$ cat config.mk
export PLATFORM = sky130hd
export DESIGN_NAME = fetch_stage
export DESIGN_NICKNAME = d
export VERILOG_FILES = /design/src/rtl/fetch_stage.sv
export SDC_FILE = /design/constraint.sdc
export NUM_CORES = 1
export LEC_CHECK = 0
export CORE_UTILIZATION = 35
export DETAILED_ROUTE_END_ITERATION = 8
export MAX_ROUTING_LAYER = met4
export PLACE_DENSITY = 0.52
export SETUP_SLACK_MARGIN = 0.05
export SLEW_MARGIN = 25
export SYNTH_ARGS = -nofsm -noshare
export SYNTH_HDL_FRONTEND = slang
export SYNTH_SLANG_ARGS = --single-unit
$ cat constraint.sdc
create_clock -name clk -period 7.1 [get_ports clk]
set_clock_uncertainty 0.15 [all_clocks]
set_input_delay 1.775 -clock clk [delete_from_list [all_inputs] [get_ports clk]]
set_output_delay 1.775 -clock clk [all_outputs]
set_load 0.02 [all_outputs]
$ cat src/rtl/fetch_stage.sv
// fetch_stage: instruction-fetch stage of the 5-stage RISC-V pipeline.
// It issues in-order word requests to a latency-tolerant instruction memory and
// buffers returned words in a DEPTH-entry prefetch FIFO. It also owns the IF/ID
// pipeline register, which takes stall and flush from the hazard unit.
// Ports:
//   clk, rst                        clock; asynchronous active-high reset
//   StallF, StallD, FlushD          hazard unit controls
//   PCSrcD, PCBranchD               Decode redirect and its target
//   imem_req_valid/ready/addr       request channel (valid/addr held until ready)
//   imem_rsp_valid/data             in-order response channel, never back-pressured
//   InstrD, PCD, PCPlus4D, ValidD   IF/ID register outputs
module fetch_stage #(
  parameter logic [31:0] RESET_PC = 32'h0000_0000,
  parameter int          DEPTH    = 4,
  parameter logic [31:0] NOP      = 32'h0000_0013
) (
  input  logic        clk,
  input  logic        rst,
  input  logic        StallF,
  input  logic        StallD,
  input  logic        FlushD,
  input  logic        PCSrcD,
  input  logic [31:0] PCBranchD,
  output logic        imem_req_valid,
  input  logic        imem_req_ready,
  output logic [31:0] imem_req_addr,
  input  logic        imem_rsp_valid,
  input  logic [31:0] imem_rsp_data,
  output logic [31:0] InstrD,
  output logic [31:0] PCD,
  output logic [31:0] PCPlus4D,
  output logic        ValidD
);

  localparam int AW = $clog2(DEPTH);
  localparam int CW = AW + 2;  // holds sums up to 2*DEPTH
  localparam logic [31:0] PC0 = RESET_PC & 32'hFFFF_FFFC;

  // address queue of accepted requests, matched to responses in order
  logic [31:0]   iq_addr [DEPTH];
  logic [AW-1:0] iq_wr, iq_rd;
  logic [CW-1:0] inflight;

  // prefetch FIFO
  logic [31:0]   fifo_addr [DEPTH];
  logic [31:0]   fifo_data [DEPTH];
  logic [AW-1:0] wr_ptr, rd_ptr;
  logic [CW-1:0] count;

  // responses still owed to wrong-path requests (always the oldest ones)
  logic [CW-1:0] discard;
  logic [31:0]   next_pc;

  logic          redirect, accept, rsp_drop, push, pop, can_issue;
  logic [CW-1:0] inflight_next, credit_used;
  logic [31:0]   target;

  always_comb begin
    redirect      = PCSrcD & ~StallD;
    accept        = imem_req_valid & imem_req_ready;
    rsp_drop      = imem_rsp_valid & (redirect | (discard != '0));
    push          = imem_rsp_valid & ~rsp_drop;
    pop           = ~StallD & ~FlushD & ~redirect & (count != '0);
    target        = PCBranchD & 32'hFFFF_FFFC;
    inflight_next = inflight + CW'(accept) - CW'(imem_rsp_valid);
    // a request accepted now stays in flight; a response only moves a credit
    // from in-flight to the FIFO, so it is not subtracted here
    credit_used   = inflight + CW'(accept) + (redirect ? '0 : (count - CW'(pop)));
    can_issue     = ~StallF & (credit_used < CW'(DEPTH));
  end

  always_ff @(posedge clk) begin
    if (accept) iq_addr[iq_wr] <= imem_req_addr;
    if (push) begin
      fifo_addr[wr_ptr] <= iq_addr[iq_rd];
      fifo_data[wr_ptr] <= imem_rsp_data;
    end
  end

  always_ff @(posedge clk or posedge rst) begin
    if (rst) begin
      imem_req_valid <= 1'b0;
      imem_req_addr  <= PC0;
      next_pc        <= PC0;
      iq_wr          <= '0;
      iq_rd          <= '0;
      inflight       <= '0;
      wr_ptr         <= '0;
      rd_ptr         <= '0;
      count          <= '0;
      discard        <= '0;
      InstrD         <= NOP;
      PCD            <= '0;
      PCPlus4D       <= '0;
      ValidD         <= 1'b0;
    end else begin
      inflight <= inflight_next;
      if (accept)         iq_wr <= iq_wr + AW'(1);
      if (imem_rsp_valid) iq_rd <= iq_rd + AW'(1);

      // request channel: a raised request is frozen until accepted
      if (!imem_req_valid || imem_req_ready) begin
        imem_req_valid <= can_issue;
        if (can_issue) begin
          imem_req_addr <= redirect ? target : next_pc;
          next_pc       <= (redirect ? target : next_pc) + 32'd4;
        end else if (redirect) begin
          next_pc <= target;
        end
      end else if (redirect) begin
        next_pc <= target;
      end

      // every request accepted so far plus a still-pending one is wrong-path
      if (redirect)
        discard <= inflight_next + CW'(imem_req_valid & ~imem_req_ready);
      else if (imem_rsp_valid && discard != '0)
        discard <= discard - CW'(1);

      if (redirect) begin
        wr_ptr <= '0;
        rd_ptr <= '0;
        count  <= '0;
      end else begin
        if (push) wr_ptr <= wr_ptr + AW'(1);
        if (pop)  rd_ptr <= rd_ptr + AW'(1);
        count <= count + CW'(push) - CW'(pop);
      end

      // IF/ID register; flush wins over stall, PCs hold on bubbles
      if (FlushD || redirect) begin
        InstrD <= NOP;
        ValidD <= 1'b0;
      end else if (!StallD) begin
        if (count != '0) begin
          InstrD   <= fifo_data[rd_ptr];
          PCD      <= fifo_addr[rd_ptr];
          PCPlus4D <= fifo_addr[rd_ptr] + 32'd4;
          ValidD   <= 1'b1;
        end else begin
          InstrD <= NOP;
          ValidD <= 1'b0;
        end
      end
    end
  end

  a_no_overflow: assert property (@(posedge clk) disable iff (rst)
    !(push && !pop && count == CW'(DEPTH)));
  a_rsp_expected: assert property (@(posedge clk) disable iff (rst)
    !(imem_rsp_valid && inflight == '0));
  a_addr_aligned: assert property (@(posedge clk) disable iff (rst)
    imem_req_addr[1:0] == 2'b00);

endmodule

==> flow_summary.ini, run 1 <==
[floorplanning]
start_util_pct = 35.53
die-area_um2 = 65180
rows = 92
ioPinCount = 202
die_y_um = 255.3
core-area_um2 = 63200
die_w_um = 255.3

[worst_hold_path]
whs_endpoint = PCD[29]
hold_path_class = reg -> reg
holdPathStages = 2
worstHoldStart = PCD[29]

[clocking]
cts-root-buf = clkbuf_16
clkSinkCount = 564
post_cts_resize_count = 0
cts.clk_slew.worst_paths_ns = 0.06
htreeDepth = 2
insertion_delay_ns = 0.65
clock_path_buffers = 3
cts.hold.buffers_added = 0
post_cts_buffers = 0
numCtsBuffers = 61
cts_tree = built

[synthesis]
netlist_instances = 1371
synth.area.top_cells = edfxtp_1 (51%), dfrtp_1 (20%), mux4_2 (9.6%)
synth_top_area_share_pct = 51.35
synth.cell_area_um2 = 22460
synth_cell_type_count = 64
async_flop_share_pct = 31.91
ys_seq_area_share_pct = 71.42
synth_area_per_cell_um2 = 16.38
synthTopCellsByCount = edfxtp_1 (384), nand2_1 (217), dfrtp_1 (177)
syn_nets = 1471
synth_warnings = 0
ys_ff_latch = 564
yosysTopAreaCell = edfxtp_1
synth_ff_type = edfxtp_1
yosysMostFrequentCell = edfxtp_1
synth_edf_count = 384

[routing]
drtIter0Drc = 750
antenna_left = 0
drt-pass1-iter-count = 5
vias = 12150
wirelength_um = 50980
routedWlPerCell_um = 20.43
vias_per_cell = 4.866
drc = 0

[power]
netSwitchingPower_mw = 3.343
swShare_pct = 30.86
max-vdd-ir-drop_uv = 242.0
powerDensity_nw_per_um2 = 392.5
seqPwrFrac_pct = 43.1
combinationalPowerShare_pct = 26.2
clkPwrFrac_pct = 30.7
p_int_mw = 7.489
p_leak_nw = 10.02

[global_route]
overflow = 0
grtUsageTotal_pct = 16.25
grt_max_degree = 101
grt_pass1_vias = 12630
antenna_found_initial = 0
grt_pass1_wl_um = 78850

[placed_design]
port_buffers = 199
place.gp.congestion = 0.7869
dp_hpwl_um = 32010

[setup_path]
r2r_cells = 16
end_kind = flip-flop
r2r_start = count[2]
worst_r2r_endpoint = next_pc[26]
worstPathArrival_ns = 5.57
worstPathCellList = clkdlybuf4s50_1, or4_4, inv_2, ha_1, ha_1, nor2_1, ha_1, a41o_1, nor3_1, mux2i_2, buf_4, or3_1, nor4b_2, xnor2_1
required_ns = 7.48
path_class = in -> reg
startpoint_type = input port
rrSetupSlack_ns = 3.08
cpMostUsedCell = ha_1
cpPeakStageDelay_ns = 0.62
cpMaxStageDelayCell = clkdlybuf4s50_1
cp_max_fo = 13

[flow_run]
max_cap_violations = 0

[finish]
nNetsFinal = 1697
num_antenna_cells = 0
drive_gt1_share_pct = 15.45
fill_cells = 5602
area_growth_pct = 22.90
fin_util_pct = 43.67

[timing]
min_period_ns = 5.185
worst_hold_slack_ns = 0.3229
setup_viol = 0
maxSlewViolCount = 0
tns_ns = 0
min_period_over_period_pct = 73.02
grt_setup_unrepaired = false
worst_pin_slew_ns = 0.9788
slew_headroom_pct = 34.75
finalHoldViolCount = 0
fmaxAchievable_mhz = 192.9

[status]
outcome = finished clean
## worst max path at each step
stage / slack, ns / cells after the start / end / start
detailed placement: 1.29 / 14 / next_pc[26] / FlushD
floorplan: 0.29 / 1 / InstrD[10] / rst
finish: 1.92 / 14 / next_pc[26] / FlushD
global placement: 1.28 / 15 / next_pc[7] / FlushD
CTS: 1.95 / 14 / next_pc[26] / FlushD
global route: 1.71 / 14 / next_pc[26] / FlushD
## per-layer routing
metal	wire length (um)	global-route usage [%]	up-vias
li1	-	-	5596
met1	24620	23.37	6202
met2	23220	24.10	280
met3	2349	2.887	67
met4	797	3.430	0
met5	0	-	-
## power groups by stage
stage | Sequential [mW] | Clock [mW] | Combinational [mW]
after detailed placement | 4.75 | 0 | 2.88
after global routing | 4.75 | 3.55 | 3.10
after floorplan | 4.86 | 0 | 1.49
after CTS | 4.68 | 3.42 | 2.89
after global placement | 4.71 | 0 | 2.84
final | 4.67 | 3.33 | 2.84
## layout by cell type, fill, tap and decap left out, types with 13 or more instances in the layout
cell	synthesis	final
nor2_1	30	30
a22o_1	29	29
edfxtp_1	384	384
ha_1	27	27
clkbuf_16	0	62
inv_1	25	23
xor2_1	29	29
clkinv_2	0	14
clkdlybuf4s50_1	0	199
mux2i_1	32	32
nor3_1	13	13
nand2_1	217	217
buf_4	4	29
nand3_1	28	28
xnor2_1	46	46
mux4_2	96	96
o21ai_0	58	58
dfrtp_1	177	173
## through the flow
| step | worst slack [ns] | cells | total power, mW | area (um^2) |
|---|---|---|---|---|
| after floorplan | 0.2930 | 1371 | 6.356 | 22460 |
| after global placement | 1.279 | 2380 | 7.559 | 25440 |
| after detailed placement | 1.293 | 2380 | 7.631 | 25440 |
| after CTS | 1.947 | 2496 | 11.00 | 27600 |
| after global routing | 1.708 | 2496 | 11.40 | 27600 |
| final | 1.915 | 2496 | 10.83 | 27600 |
## critical path: cells and delay by family
kind	cells	cell delay (ns)
AOI/OAI and AO/OA	1	0.23
buffers and inverters	3	0.89
muxes	1	0.10
adders and majority gates	3	0.63
and+or+nand+nor	5	1.78
xor gates and xnor gates	1	0.15
## cell families after synthesis
| group | after synthesis | synth area share, % |
|---|---|---|
| compound gates | 117 | 3.259 |
| xor+xnor | 75 | 2.925 |
| fa+ha+maj | 28 | 1.593 |
| buf+inv | 91 | 1.883 |
| flops | 564 | 71.42 |
| mux | 135 | 11.48 |
| simple gates | 361 | 7.438 |
## cell type report
class / instances / area (um^2) / share of cell area, %
clock buffer: 79 / 1675 / 6.070
clock inverter: 37 / 484.2 / 1.754
inverter: 25 / 101.3 / 0.3672
multi-input combinational: 716 / 6013 / 21.79
sequential: 564 / 16050 / 58.14
tap: 846 / 1059 / 3.835
timing repair buffer: 229 / 2221 / 8.047
## state kept, by name (all words and copies together), names as in the netlist
register and count:
rd_ptr 2, inflight 4, imem_req_addr 32, iq_wr 2, iq_addr 128, PCD 32
ValidD 1, discard 4, iq_rd 2, next_pc 32, count 4, PCPlus4D 30
wr_ptr 2, fifo_data 128, InstrD 32, imem_req_valid 1, fifo_addr 128
Note: power is estimated with default switching activity, not from simulation.
==> run 2: changes to the inputs <==
- PLACE_DENSITY: 0.52 -> 0.5
- clock period: 7.1 -> 5.2 ns (I/O delays scaled with it)
==> run 2 against run 1 <==
Against the previous run:
- routed wire length increased by 0.78%
- final cell count up 0.80%
- total power up 36%
- sequential cell count unchanged
- clock power grew 31%
- die area unchanged
- register-to-register slack got worse by 2.0 ns
- worst setup slack lost 1.4 ns
- non-clock buffer count is 21 higher
- largest power group unchanged
==> flow_summary.ini, run 2 (same netlist as run 1, synthesis figures left out) <==
[status]
outcome = finished clean

[global_route]
overflow = 0
grtUsageTotal_pct = 16.42
grt_pass1_vias = 12770
antenna_found_initial = 0
grt_max_degree = 95
grt_pass1_wl_um = 79180

[routing]
wirelength_um = 51380
antenna_left = 0
drc = 0
met3WireLength_um = 1792
drtIter0Drc = 610
vias_per_cell = 4.851
drt-pass1-iter-count = 4
met2RoutedLength_um = 23790
wl_met1_um = 24850
top_layer_used = met4
routedWlPerCell_um = 20.42
vias = 12210

[setup_path]
required_ns = 5.58
critPathLaunch = FlushD
cp_max_fo = 3
cpMostUsedCell = ha_1
rrSetupSlack_ns = 1.13
cpMaxStageDelayCell = or4_2
r2r_start = count[2]
end_kind = flip-flop
path_class = in -> reg
worstPathCellList = clkdlybuf4s50_1, buf_4, or4_2, inv_2, ha_1, ha_1, nor2_1, ha_1, a41o_1, nor3_1, mux2i_2, or3_1, buf_4, nor4b_2, xnor2_1
worstPathArrival_ns = 5.02
worst_r2r_endpoint = next_pc[26]
cpPeakStageDelay_ns = 0.64
r2r_cells = 16
startpoint_type = input port

[floorplanning]
die-area_um2 = 65180
core-area_um2 = 63200
rows = 92
die_y_um = 255.3
ioPinCount = 202
start_util_pct = 35.53
die_w_um = 255.3

[clocking]
numCtsBuffers = 60
htreeDepth = 2
insertion_delay_ns = 0.62
cts.hold.buffers_added = 0
cts_tree = built
cts.clk_slew.worst_paths_ns = 0.06
clock_path_buffers = 3
post_cts_resize_count = 0
cts-root-buf = clkbuf_16
clkSinkCount = 564
post_cts_buffers = 0

[worst_hold_path]
worstHoldStart = PCD[23]
holdPathStages = 2
whs_endpoint = PCD[23]
hold_path_class = reg -> reg

[timing]
worst_pin_slew_ns = 0.9673
setup_ws_ns = 0.5542
tns_ns = 0
grt_setup_unrepaired = false
finalHoldViolCount = 0
slew_headroom_pct = 35.51
min_period_ns = 4.646
min_period_over_period_pct = 89.34
setup_viol = 0
worst_hold_slack_ns = 0.3220
maxSlewViolCount = 0
fmaxAchievable_mhz = 215.3

[power]
max-vdd-ir-drop_uv = 256.2
powerDensity_nw_per_um2 = 530.9
p_leak_nw = 10.10
p_total_mw = 14.75

[flow_run]
max_cap_violations = 0

[placed_design]
port_buffers = 199
dp_hpwl_um = 33030
place.gp.congestion = 0.8451
dp_slack_ns = -0.06807

[finish]
drive_gt1_share_pct = 16.00
area_growth_pct = 23.69
reg.largest.list = fifo_addr x128, fifo_data x128, iq_addr x128
final_cell_mix = edfxtp_1 (384), nand2_1 (217), clkdlybuf4s50_1 (199)
nNetsFinal = 1717
mostFrequentLayoutCell = edfxtp_1
[run 2: changes by cell type in the layout (fill, tap and decap cells not counted), sizes merged]
| cell | before | now |
|---|---|---|
| inv | 29 | 27 |
| clkinv | 22 | 16 |
| clkbuf | 79 | 87 |
| buf | 30 | 51 |
| diode | 0 | 1 |
| bufinv | 9 | 7 |
[run 2: final cells by class]
type	count	area, um^2
fillers	5582	35420
flip-flops and latches	564	16050
multi-input cells	716	6013
repair buffers	250	2525
clock buffers	87	1693
well taps	846	1059
clock inverters	27	339.1
inverters	25	97.59
diodes	1	2.502
[run 2: critical path: cells and delay by family]
family | cells | cell delay, ns
AOI/OAI and AO/OA | 1 | 0.23
buffers and inverters | 4 | 0.86
muxes | 1 | 0.14
and+or+nand+nor | 5 | 1.68
adders and majority gates | 3 | 0.66
xor gates and xnor gates | 1 | 0.15
[run 2: stage by stage]
stage	area (um^2)	utilization [%]	cells
detailed placement	25720	40.70	2400
global placement	25720	40.70	2400
global route	27770	43.95	2515
floorplan	22460	-	1371
CTS	27750	43.92	2514
finish	27780	43.95	2516
[run 2: worst max-delay path by stage]
stage	endpoint	slack, ns	cells after the start
floorplan	next_pc[15]	0.08	16
global placement	next_pc[26]	-0.04	15
detailed placement	next_pc[26]	-0.07	15
CTS	next_pc[26]	0.57	15
global route	next_pc[30]	0.41	15
finish	next_pc[26]	0.55	15
[run 2: layer usage]
metal / up-vias / global-route usage [%]
li1: 5659 / -
met1: 6234 / 22.94
met2: 243 / 25.08
met3: 70 / 2.619
met4: 0 / 4.066
met5: - / -
[run 2: power by group]
part | switching (mW) | internal, mW
sequential | 0.634 | 5.76
clock | 1.76 | 2.61
combinational | 2.15 | 1.84
